<file path="config.mk">
export PLATFORM = sky130hd
export DESIGN_NAME = hazard_ctrl
export DESIGN_NICKNAME = d
export VERILOG_FILES = /design/src/rtl/hazard_pkg.sv /design/src/rtl/sat_counter.sv /design/src/rtl/hazard_ctrl.sv
export SDC_FILE = /design/constraint.sdc
export NUM_CORES = 1
export LEC_CHECK = 0
export ABC_AREA = 1
export CAP_MARGIN = 20
export CORE_MARGIN = 3
export CORE_UTILIZATION = 29
export DETAILED_ROUTE_END_ITERATION = 8
export PLACE_DENSITY_LB_ADDON = 0.1
export REMOVE_ABC_BUFFERS = 1
export SKIP_CTS_REPAIR_TIMING = 1
export SYNTH_ARGS = -nofsm -noshare
export SYNTH_HDL_FRONTEND = slang
export SYNTH_SLANG_ARGS = --single-unit
</file>
<file path="constraint.sdc">
create_clock -name clk -period 5.4 [get_ports clk]
set_input_delay 0.54 -clock clk [delete_from_list [all_inputs] [get_ports clk]]
set_output_delay 0.54 -clock clk [all_outputs]
set_load 0.01 [all_outputs]
</file>
<file path="src/rtl/hazard_pkg.sv">
// Shared types and constants for the pipeline hazard/stall controller.
package hazard_pkg;

  localparam int CNT_W_DEFAULT = 16;

  localparam logic [4:0] REG_X0 = 5'd0;

  typedef enum logic [1:0] {
    RUN        = 2'd0,
    MC_BUSY    = 2'd1,
    MC_HOLD    = 2'd2,
    MC_RELEASE = 2'd3
  } hz_state_t;

endpackage

</file>
<file path="src/rtl/sat_counter.sv">
// Unsigned event counter that sticks at all-ones instead of wrapping.
// One-cycle update latency; no backpressure.
module sat_counter #(
  parameter int W = 16
) (
  input  logic         clk,
  input  logic         r,
  input  logic         inc,
  output logic [W-1:0] q
);

  localparam logic [W-1:0] ONE = {{(W-1){1'b0}}, 1'b1};
  localparam logic [W-1:0] MAX = {W{1'b1}};

  logic [W-1:0] cnt_q, cnt_d;

  always_comb begin
    cnt_d = cnt_q;
    if (inc && (cnt_q != MAX)) cnt_d = cnt_q + ONE;
  end

  always_ff @(posedge clk or posedge r) begin
    if (r) cnt_q <= '0;
    else   cnt_q <= cnt_d;
  end

  assign q = cnt_q;

endmodule

</file>
<file path="src/rtl/hazard_ctrl.sv">
// Pipeline enable/flush controller: load-use, branch, multi-cycle EX and dmem waits.
// Controls are combinational (same-edge effect); FSM and counters are registered.
module hazard_ctrl
  import hazard_pkg::*;
#(
  parameter int CNT_W = CNT_W_DEFAULT
) (
  input  logic             clk,
  input  logic             r,
  input  logic             MemRead_ex,
  input  logic [4:0]       rdAddr_ex,
  input  logic [4:0]       rs1Addr_id,
  input  logic [4:0]       rs2Addr_id,
  input  logic             rs1Used_id,
  input  logic             rs2Used_id,
  input  logic             BranchTaken_ex,
  input  logic             McOp_ex,
  input  logic             mc_done,
  input  logic             dmem_req_mem,
  input  logic             dmem_ready,
  output logic             PC_en,
  output logic             IFID_en,
  output logic             IDEX_en,
  output logic             EXMEM_en,
  output logic             MEMWB_en,
  output logic             IFID_r,
  output logic             IDEX_r,
  output logic             EXMEM_r,
  output logic             mc_go,
  output logic [CNT_W-1:0] stall_cnt,
  output logic [CNT_W-1:0] flush_cnt
);

  hz_state_t state_q, state_d;

  logic memstall, loaduse;
  logic run_rules, mc_allow, mc_stall;
  logic pc_en_c, ifid_en_c, idex_en_c, exmem_en_c, memwb_en_c;
  logic ifid_r_c, idex_r_c, exmem_r_c, mc_go_c, flush_evt;

  assign memstall = dmem_req_mem & ~dmem_ready;
  assign loaduse  = MemRead_ex & (rdAddr_ex != REG_X0) &
                    ((rs1Used_id & (rdAddr_ex == rs1Addr_id)) |
                     (rs2Used_id & (rdAddr_ex == rs2Addr_id)));

  always_comb begin
    state_d    = state_q;
    pc_en_c    = 1'b1;
    ifid_en_c  = 1'b1;
    idex_en_c  = 1'b1;
    exmem_en_c = 1'b1;
    memwb_en_c = 1'b1;
    ifid_r_c   = 1'b0;
    idex_r_c   = 1'b0;
    exmem_r_c  = 1'b0;
    mc_go_c    = 1'b0;
    flush_evt  = 1'b0;
    run_rules  = 1'b0;
    mc_allow   = 1'b0;
    mc_stall   = 1'b0;

    if (memstall) begin
      // Whole pipe frozen; a result finishing now must be parked until release.
      pc_en_c    = 1'b0;
      ifid_en_c  = 1'b0;
      idex_en_c  = 1'b0;
      exmem_en_c = 1'b0;
      memwb_en_c = 1'b0;
      if ((state_q == MC_BUSY) && mc_done) state_d = MC_HOLD;
    end else begin
      case (state_q)
        RUN: begin
          run_rules = 1'b1;
          mc_allow  = 1'b1;
        end
        MC_BUSY: begin
          if (mc_done) begin
            run_rules = 1'b1;
            state_d   = RUN;
          end else begin
            mc_stall = 1'b1;
          end
        end
        MC_HOLD: begin
          mc_stall = 1'b1;
          state_d  = MC_RELEASE;
        end
        MC_RELEASE: begin
          run_rules = 1'b1;
          state_d   = RUN;
        end
        default: state_d = RUN;
      endcase

      if (run_rules) begin
        if (BranchTaken_ex) begin
          ifid_r_c  = 1'b1;
          idex_r_c  = 1'b1;
          flush_evt = 1'b1;
        end else if (mc_allow && McOp_ex) begin
          mc_go_c  = 1'b1;
          mc_stall = 1'b1;
          state_d  = MC_BUSY;
        end else if (loaduse) begin
          pc_en_c   = 1'b0;
          ifid_en_c = 1'b0;
          idex_r_c  = 1'b1;
        end
      end

      if (mc_stall) begin
        pc_en_c   = 1'b0;
        ifid_en_c = 1'b0;
        idex_en_c = 1'b0;
        exmem_r_c = 1'b1;
      end
    end
  end

  always_ff @(posedge clk or posedge r) begin
    if (r) state_q <= RUN;
    else   state_q <= state_d;
  end

  // While reset is held every register is frozen and flushed.
  assign PC_en    = ~r & pc_en_c;
  assign IFID_en  = ~r & ifid_en_c;
  assign IDEX_en  = ~r & idex_en_c;
  assign EXMEM_en = ~r & exmem_en_c;
  assign MEMWB_en = ~r & memwb_en_c;
  assign IFID_r   = r | ifid_r_c;
  assign IDEX_r   = r | idex_r_c;
  assign EXMEM_r  = r | exmem_r_c;
  assign mc_go    = ~r & mc_go_c;

  sat_counter #(.W(CNT_W)) u_stall_cnt (
    .clk (clk),
    .r   (r),
    .inc (~PC_en & ~r),
    .q   (stall_cnt)
  );

  sat_counter #(.W(CNT_W)) u_flush_cnt (
    .clk (clk),
    .r   (r),
    .inc (flush_evt & ~r),
    .q   (flush_cnt)
  );

endmodule

</file>
Yosys cells after proc, flatten, opt, wreduce, memory -nomap -nowiden:

Cells that the tools add are included.

* $add $sub $neg: 2
* multipliers: 0
* div/mod/pow operators: 0
* order comparisons: 0
* equality and inequality tests: 8
* shift operators: 0
* muxes and demuxes: 41
* bitwise gates (word level): 18
* reduce and logical (&&, ||, !) cells: 7

Operators by type and width (count)
* $add 16x1->16 const B: 2
* $mux 1: 32
* $ne 16x16->1 const B: 2
* $mux 2: 6
* $and 1x1->1: 11
* $eq 5x5->1: 2
* $pmux 2 s3: 1
* $reduce_bool 5->1: 1
* $eq 2x2->1 const B: 2
* $logic_and 1x1->1: 4
* $or 1x1->1: 4
* $pmux 1 s2: 2
* $not 1->1: 3
* $eq 2x1->1 const B: 1
* $logic_not 2->1: 1
* $ne 2x1->1 const B: 1
* $reduce_or 2->1: 1

* flip-flop bits (word level): 34
* latch bits: 0
* RAM bits: 0
* ROM bits: 0
* bits of input ports: 25
* word-level logic and storage cells: 79
* memories: 0

Longest topological paths before layout:

Gate-level depths: netlist (run 1).

* depth after elaboration: 14
* depth in mapped cells: 12
* depth with buffers taken out: 11

By module:

From an unflattened synthesis (run 1), not the netlist that was laid out.

* cell total of the unflattened synthesis: 404
* area, all modules: 2696.3 µm²

Modules (own cells, without submodules)
* sat_counter: times used 2, cells an instance 150, area an instance 1069.8 µm²
* hazard_ctrl: times used 1, cells an instance 104, area an instance 556.8 µm²

Worst setup path after synthesis (run 1):

Ideal clock, no wire load.

* path type: input to output
* start: in r
* end: out EXMEM_r
* arrival: 2.149 ns
* slack: 2.711 ns
* stages on the path: 3
* buffers on the path: 1
* cells stage by stage: inv_1 buf_1 nand2_1

* word-level cells in the longest chain between the ends: 1

RTL lines
* start: declaration: RTL line hazard_ctrl.sv:9 `input logic r,`
* $or 1x1->1: RTL line hazard_ctrl.sv:133 `assign EXMEM_r = r | exmem_r_c;`
* end: declaration: RTL line hazard_ctrl.sv:28 `output logic EXMEM_r,`

No other way between the ends.

Final worst setup path (run 1):

* start: in rdAddr_ex[4]
* end: out IDEX_r

* word-level cells in the longest chain between the ends: 10
* elaborated cells on any way between the ends: 14

RTL lines
* start: declaration: RTL line hazard_ctrl.sv:11 `input logic [4:0] rdAddr_ex,`
* $eq 5x5->1 (on tied branches): RTL line hazard_ctrl.sv:43, hazard_ctrl.sv:44
* $and 1x1->1 (on tied branches): RTL line hazard_ctrl.sv:43, hazard_ctrl.sv:44
* $or 1x1->1: RTL line hazard_ctrl.sv:43 `((rs1Used_id & (rdAddr_ex == rs1Addr_id)) |`
* $and 1x1->1 *: RTL line hazard_ctrl.sv:42 `assign loaduse = MemRead_ex & (rdAddr_ex != REG_X0) &`
* $mux 1 *: RTL line hazard_ctrl.sv:104 `end else if (loaduse) begin`
* $mux 1 *: RTL line hazard_ctrl.sv:100 `end else if (mc_allow && McOp_ex) begin`
* $mux 1 *: RTL line hazard_ctrl.sv:96 `if (BranchTaken_ex) begin`
* $mux 1 *: RTL line hazard_ctrl.sv:95 `if (run_rules) begin`
* $mux 1 *: RTL line hazard_ctrl.sv:62 `if (memstall) begin`
* $or 1x1->1 *: RTL line hazard_ctrl.sv:132 `assign IDEX_r = r | idex_r_c;`
* end: declaration: RTL line hazard_ctrl.sv:27 `output logic IDEX_r,`

Mark *: on every way between the ends. The rest lies on a longest branch, timed or not.

==> qor.yml, run 1 <==
r2r_cells: 9
grt.total_usage_pct: 13.04
antenna_found_initial: 0
critPathTopFamily: "buffers and inverters"
syn_area_sq_mm: 0.002333
first_iter_violations: 55
clock_skew_ps: 6.580
worst-path-buf-inv: 3
root_buffer: "clkbuf_8"
yosysTopAreaCellShare_pct: 36.46
vias: 2238
async_flop_share_pct: 100.0
status: "complete, no violations"
worstSetupPathType: "in -> out"
drv_cap: 0
yosys.area_share.xor_xnor_pct: 10.51
synth_top_area_cell: "dfrtp_1"
reg2reg_slack_ps: 3160
p_per_area_mw_per_mm2: 282.8
cp.required_ps: 4860
yosys_register_bits: 34
fp.dieH_microns: 95.70
peakVddDrop_uv: 134.2
crit_path_start_kind: "input pin"
grt_setup_unrepaired: "no"
synthCells: 329
synth.area.mux_share_pct: 0
clk_pin_slew_worst_paths_ps: 70
rr_startpoint: "state_q[0]"
clk_path_buf_depth: 2
post_synth.cell_area_avg_sq_um: 7.093
drv_slew: 0
numCtsBuffers: 5
grt_pass1_wl_microns: 9591
min_to: "u_stall_cnt.q[15]"
fin_crit_ps: 2823
via_per_inst: 4.512
layout.cells.non_filler: 496
htree_num_levels: 2
layout-drive-gt1-share_pct: 5.076
n_antenna_cell: 0
dp_hpwl_microns: 4413
ios: 66
critPathSlowestCell: "clkdlybuf4s50_1"
end_kind: "output port"
routabilityCongestion: 0.8326
firstDrtPassIters: 4
slowest_delay_ps: 540
leakage_nw: 1.468
worstHoldPathType: "reg -> reg"
synth_edf_count: 0
setup_violations: 0
cts_tree: "done"
hold_depth: 2
drc_errors: 0
wl_per_cell_microns: 11.40
die_w_microns: 95.70
area.growth.synth_to_final_pct: 34.96
synth_seq_area_share_pct: 36.46
crit_path_frequent_cell: "nand2_1"
final_net_count: 424
crit_cells: 12
synth_top_family_by_area: "simple AND/OR/NAND/NOR gates"
r2r-end: "u_flush_cnt.q[2]"
ys_warn_count: 0
worstPathCellList: "clkdlybuf4s50_1 > inv_1 > nand2_1 > nand2_1 > nor2_1 > nand3_1 > nand2_1 > nand2_1 > nand2_1 > nand3_1 > nand2_1 > clkdlybuf4s50_1"
grt_start_max_net_pins: 56
crit_path_max_fanout: 3
fmax_mhz: 354.3
synth_flop_cell: "dfrtp_1"
synthTopCellsByArea: "dfrtp_1 (36%), nand2_1 (19%), xor2_1 (6.4%)"
slew_headroom_pct: 56.85
core.rowCount: 32
hold_viol_final: 0
cts.sinks: 34
clk_latency_ps: 280
netlist_top_cells_count: "nand2_1 (118), inv_1 (36), nor2_1 (36), dfrtp_1 (34), nand4_1 (21)"
globalRouteOverflowTotal: 0
synth-simple-area-share_pct: 39.95
io_buffers: 65
final.period_utilization_pct: 52.27
grt_pass1_vias: 2164
ant_nets: 0
die_area_sq_mm: 0.009158
synth.distinct_cells: 26
synth-compound-area-share_pct: 2.520
core_area_sq_mm: 0.007767
p_total_w: 0.0008907
worst_pin_slew_ps: 647.3
fin_tns_setup_ps: 0
worstPathArrival_ps: 2280
hold_start: "u_stall_cnt.q[15]"
yosysMostFrequentCell: "nand2_1"
start_util_pct: 30.04
totalWireLength_microns: 5653
dp.cells: 489
synth-adder-area-share_pct: 2.681
==> registers in the layout, summed over array words and instances (netlist names) <==
signal and count:
u_stall_cnt.q 16, state_q 2, u_flush_cnt.q 16
==> how the worst max path moves through the flow <==
stage,slack (ps),start,to
5_1_grt,2370,mc_done,PC_en
3_5_place_dp,2540,r,IFID_r
3_3_place_gp,2540,r,IFID_r
4_1_cts,2540,r,IFID_r
6_report,2580,rdAddr_ex[4],IDEX_r
2_1_floorplan,3020,r,EXMEM_r
==> worst register-to-register path, delay by kind of cell, from the launching register on <==
| kind | cells | cell delay (ps) |
|---|---|---|
| AOI/OAI and AO/OA | 1 | 210 |
| xor gates and xnor gates | 1 | 140 |
| adders and majority gates | 1 | 320 |
| buffers and inverters | 2 | 410 |
| DFF | 1 | 370 |
| and+or+nand+nor | 4 | 680 |
==> final cells by class <==
class	count	area, sq um
Clock buffer	5	68.82
Clock inverter	2	10.01
Fill cell	845	4618
Inverter	36	135.1
Multi-Input combinational cell	251	1299
Sequential cell	34	850.8
Tap cell	102	127.6
Timing Repair Buffer	66	658.1
==> metrics by stage <==
step	setup slack [ps]	cell area, sq um	hold slack (ps)	util (%)
after global placement	2543	3070	493.3	39.53
after global routing	2365	3149	545.2	40.54
after detailed placement	2542	3070	504.4	39.53
after CTS	2539	3149	521.7	40.54
final	2577	3149	509.0	40.54
after floorplan	3022	2285	511.5	-
==> kinds of logic after synthesis <==
kind of cell / after synthesis
adders and majority gates: 5
buffers and inverters: 44
xor gates and xnor gates: 28
and+or+nand+nor: 208
AOI/OAI and AO/OA: 10
DFF: 34
==> per-layer routing <==
metal / vias to the layer above / share of wire (%) / wire, microns / global-route usage (%)
li1: 1176 / - / - / -
met1: 1023 / 45 / 2557 / 16.28
met2: 34 / 50 / 2812 / 22.99
met3: 5 / 4.5 / 253 / 3.206
met4: 0 / 0.51 / 29 / 2.251
met5: - / 0 / 0 / 0
==> cells in the final DEF, fill, tap and decap left out, types with 6 or more instances in the layout <==
| master | Yosys | routed |
|---|---|---|
| clkdlybuf4s50_1 | 0 | 65 |
| dfrtp_1 | 34 | 34 |
| inv_1 | 36 | 35 |
| nand2_1 | 118 | 118 |
| nand3_1 | 17 | 17 |
| nand4_1 | 21 | 21 |
| nor2_1 | 36 | 36 |
| nor3_1 | 7 | 7 |
| o21ai_0 | 6 | 6 |
| xnor2_1 | 11 | 11 |
| xor2_1 | 17 | 17 |
==> power breakdown <==
part	internal (W)	switching (W)	leakage (nW)
logic	0.000173	0.000194	0.965
clock network	0.0000866	0.0000907	0.0438
registers	0.000296	0.0000507	0.459
No activity file was read; power rests on OpenSTA's default activity.
==> run 2: changes to the inputs <==
- clock period: 5.4 -> 2.36 ns (I/O delays scaled with it)
==> qor.yml, run 2 (synthesized netlist as in run 1, its figures left out) <==
startpoint: "state_q[1]"
globalRouteOverflowTotal: 0  # unchanged
critPathSlowestCell: "dfrtp_1"
worst_pin_slew_ps: 347.2  # -300.1 ps
die_w_microns: 95.70  # unchanged
final_common_cell: "nand2_1"
worst-path-buf-inv: 3  # unchanged
worstHoldPathType: "in -> async"
crit_path_start_kind: "flop"
numCtsBuffers: 5  # unchanged
pwr-share-clk_pct: 23.6  # +3.7 points
drc_errors: 0  # unchanged
ant_nets: 0  # unchanged
routabilityCongestion: 0.8159  # -2.0%
dp_hpwl_microns: 4392  # -0.46%
crit_path_max_fanout: 3  # unchanged
core_area_sq_mm: 0.007767  # unchanged
grt.total_usage_pct: 13.36  # +0.32 points
worstPathCellList: "inv_1 > ha_2 > nand2_2 > a21oi_4 > nand4_1 > nand2_2 > nor3_2 > nand2_1 > inv_1 > dlymetal6s2s_1"
switching_share_pct: 36.10  # -1.6 points
layout_setup_ws_ps: 230.4  # -2347 ps
slowest_delay_ps: 400  # -140 ps
firstDrtPassIters: 4  # unchanged
grt_start_max_net_pins: 53  # -5.4%
final_net_count: 429  # +1.2%
cts_tree: "done"
final.period_utilization_pct: 90.24
area.growth.synth_to_final_pct: 40.11
final_cell_area_sq_mm: 0.003269  # +3.8%
slew_headroom_pct: 76.68  # +20 points
clk_pin_slew_worst_paths_ps: 70  # about the same
die_area_sq_mm: 0.009158  # unchanged
root_buffer: "clkbuf_8"
wl_per_cell_microns: 11.61  # +1.8%
switchingPower_w: 0.0008148  # +140%
layout-drive-gt1-share_pct: 7.750  # +2.7 points
drv_cap: 0  # unchanged
clk_path_buf_depth: 2  # unchanged
worstPathArrival_ps: 1890  # -390 ps
dp_slack_ps: 41.66  # -2500 ps
worstSetupPathType: "reg -> out"
htree_num_levels: 2  # unchanged
fmax_mhz: 469.6
cts.sinks: 34  # unchanged
cp.required_ps: 2120  # -2740 ps
n_antenna_cell: 0  # unchanged
pwr-share-comb_pct: 41.2  # about the same
vias: 2236  # -0.089%
critPathTopFamily: "simple AND/OR/NAND/NOR gates"
start_util_pct: 30.04  # unchanged
p_int_w: 0.001443  # +160%
leakage_nw: 1.593  # +8.5%
sequentialPowerShare_pct: 35.2  # -3.7 points
ios: 66  # unchanged
grt_setup_unrepaired: "no"
grt_pass1_wl_microns: 9860  # +2.8%
placed_area_sq_mm: 0.003105  # +1.1%
core.rowCount: 32  # unchanged
peakVddDrop_uv: 341.7  # +150%
p_total_w: 0.002257  # +150%
clk_latency_ps: 280  # about the same
setup_violations: 0  # unchanged
end_kind: "output port"
hold_viol_final: 0  # unchanged
status: "complete, no violations"
fin_crit_ps: 2130
rr_startpoint: "state_q[1]"
finish.utilization_pct: 42.09  # +1.5 points
grt_pass1_vias: 2134  # -1.4%
totalWireLength_microns: 5826  # +3.1%
drv_slew: 0  # unchanged
via_per_inst: 4.454  # -1.3%
clock_skew_ps: 6.453  # -0.1272 ps
p_per_area_mw_per_mm2: 690.5  # +140%
fp.dieH_microns: 95.70  # unchanged
mostFrequentLayoutCells: "nand2_1 (115), clkdlybuf4s50_1 (58), nor2_1 (36)"
io_buffers: 65  # unchanged
antenna_found_initial: 0  # unchanged
first_iter_violations: 43  # -22%
==> run 2: layout make-up <==
class                   count  area [sq um]
clock buffers               5         68.82
clock inverters             3         40.04
fillers                   819          4498
inverters                  36         135.1
multi-input cells         251          1321
flip-flops and latches     34         850.8
well taps                 102         127.6
repair buffers             71         725.7
==> run 2: power by group through the flow <==
stage / logic (W) / clock network [W] / registers [W]
6_report: 0.000930 / 0.000533 / 0.000794
2_1_floorplan: 0.000445 / 0 / 0.000820
3_3_place_gp: 0.000872 / 0 / 0.000807
3_5_place_dp: 0.000880 / 0 / 0.000806
4_1_cts: 0.000882 / 0.000555 / 0.000796
5_1_grt: 0.00104 / 0.000584 / 0.000815
==> run 2: final timing paths <==
| check | slack (ps) | cells after the start | end |
|---|---|---|---|
| min reg2reg | 500 | 2 | u_stall_cnt.q[15] |
| min | 500 | 3 | u_flush_cnt.q[12] |
| max | 230 | 10 | IFID_en |
| max reg2reg | 260 | 12 | u_flush_cnt.q[9] |
| max in group asynchronous | 1630 | 3 | u_flush_cnt.q[0] |
| min in group clk | 500 | 2 | u_stall_cnt.q[15] |
==> run 2: metrics by stage <==
| step | std cells | setup TNS [ps] | hold WS, ps |
|---|---|---|---|
| 2_1_floorplan | 321 | 0 | 446.2 |
| 4_1_cts | 500 | -840.1 | 485.8 |
| 6_report | 502 | 0 | 500.2 |
| 5_1_grt | 502 | 0 | 532.0 |
| 3_3_place_gp | 492 | 0 | 491.9 |
| 3_5_place_dp | 492 | 0 | 494.0 |
==> run 2: tightest hold or removal path, stage by stage <==
cell and delay [ps]:
clkdlybuf4s50_1 500, inv_2 150, buf_12 270
==> run 2: layer usage <==
layer,track usage (%),up-vias,wire length (microns)
met5,0,-,0
met4,2.014,0,10
met3,3.206,2,262
met2,22.52,33,2879
met1,17.70,1025,2674
li1,-,1176,-
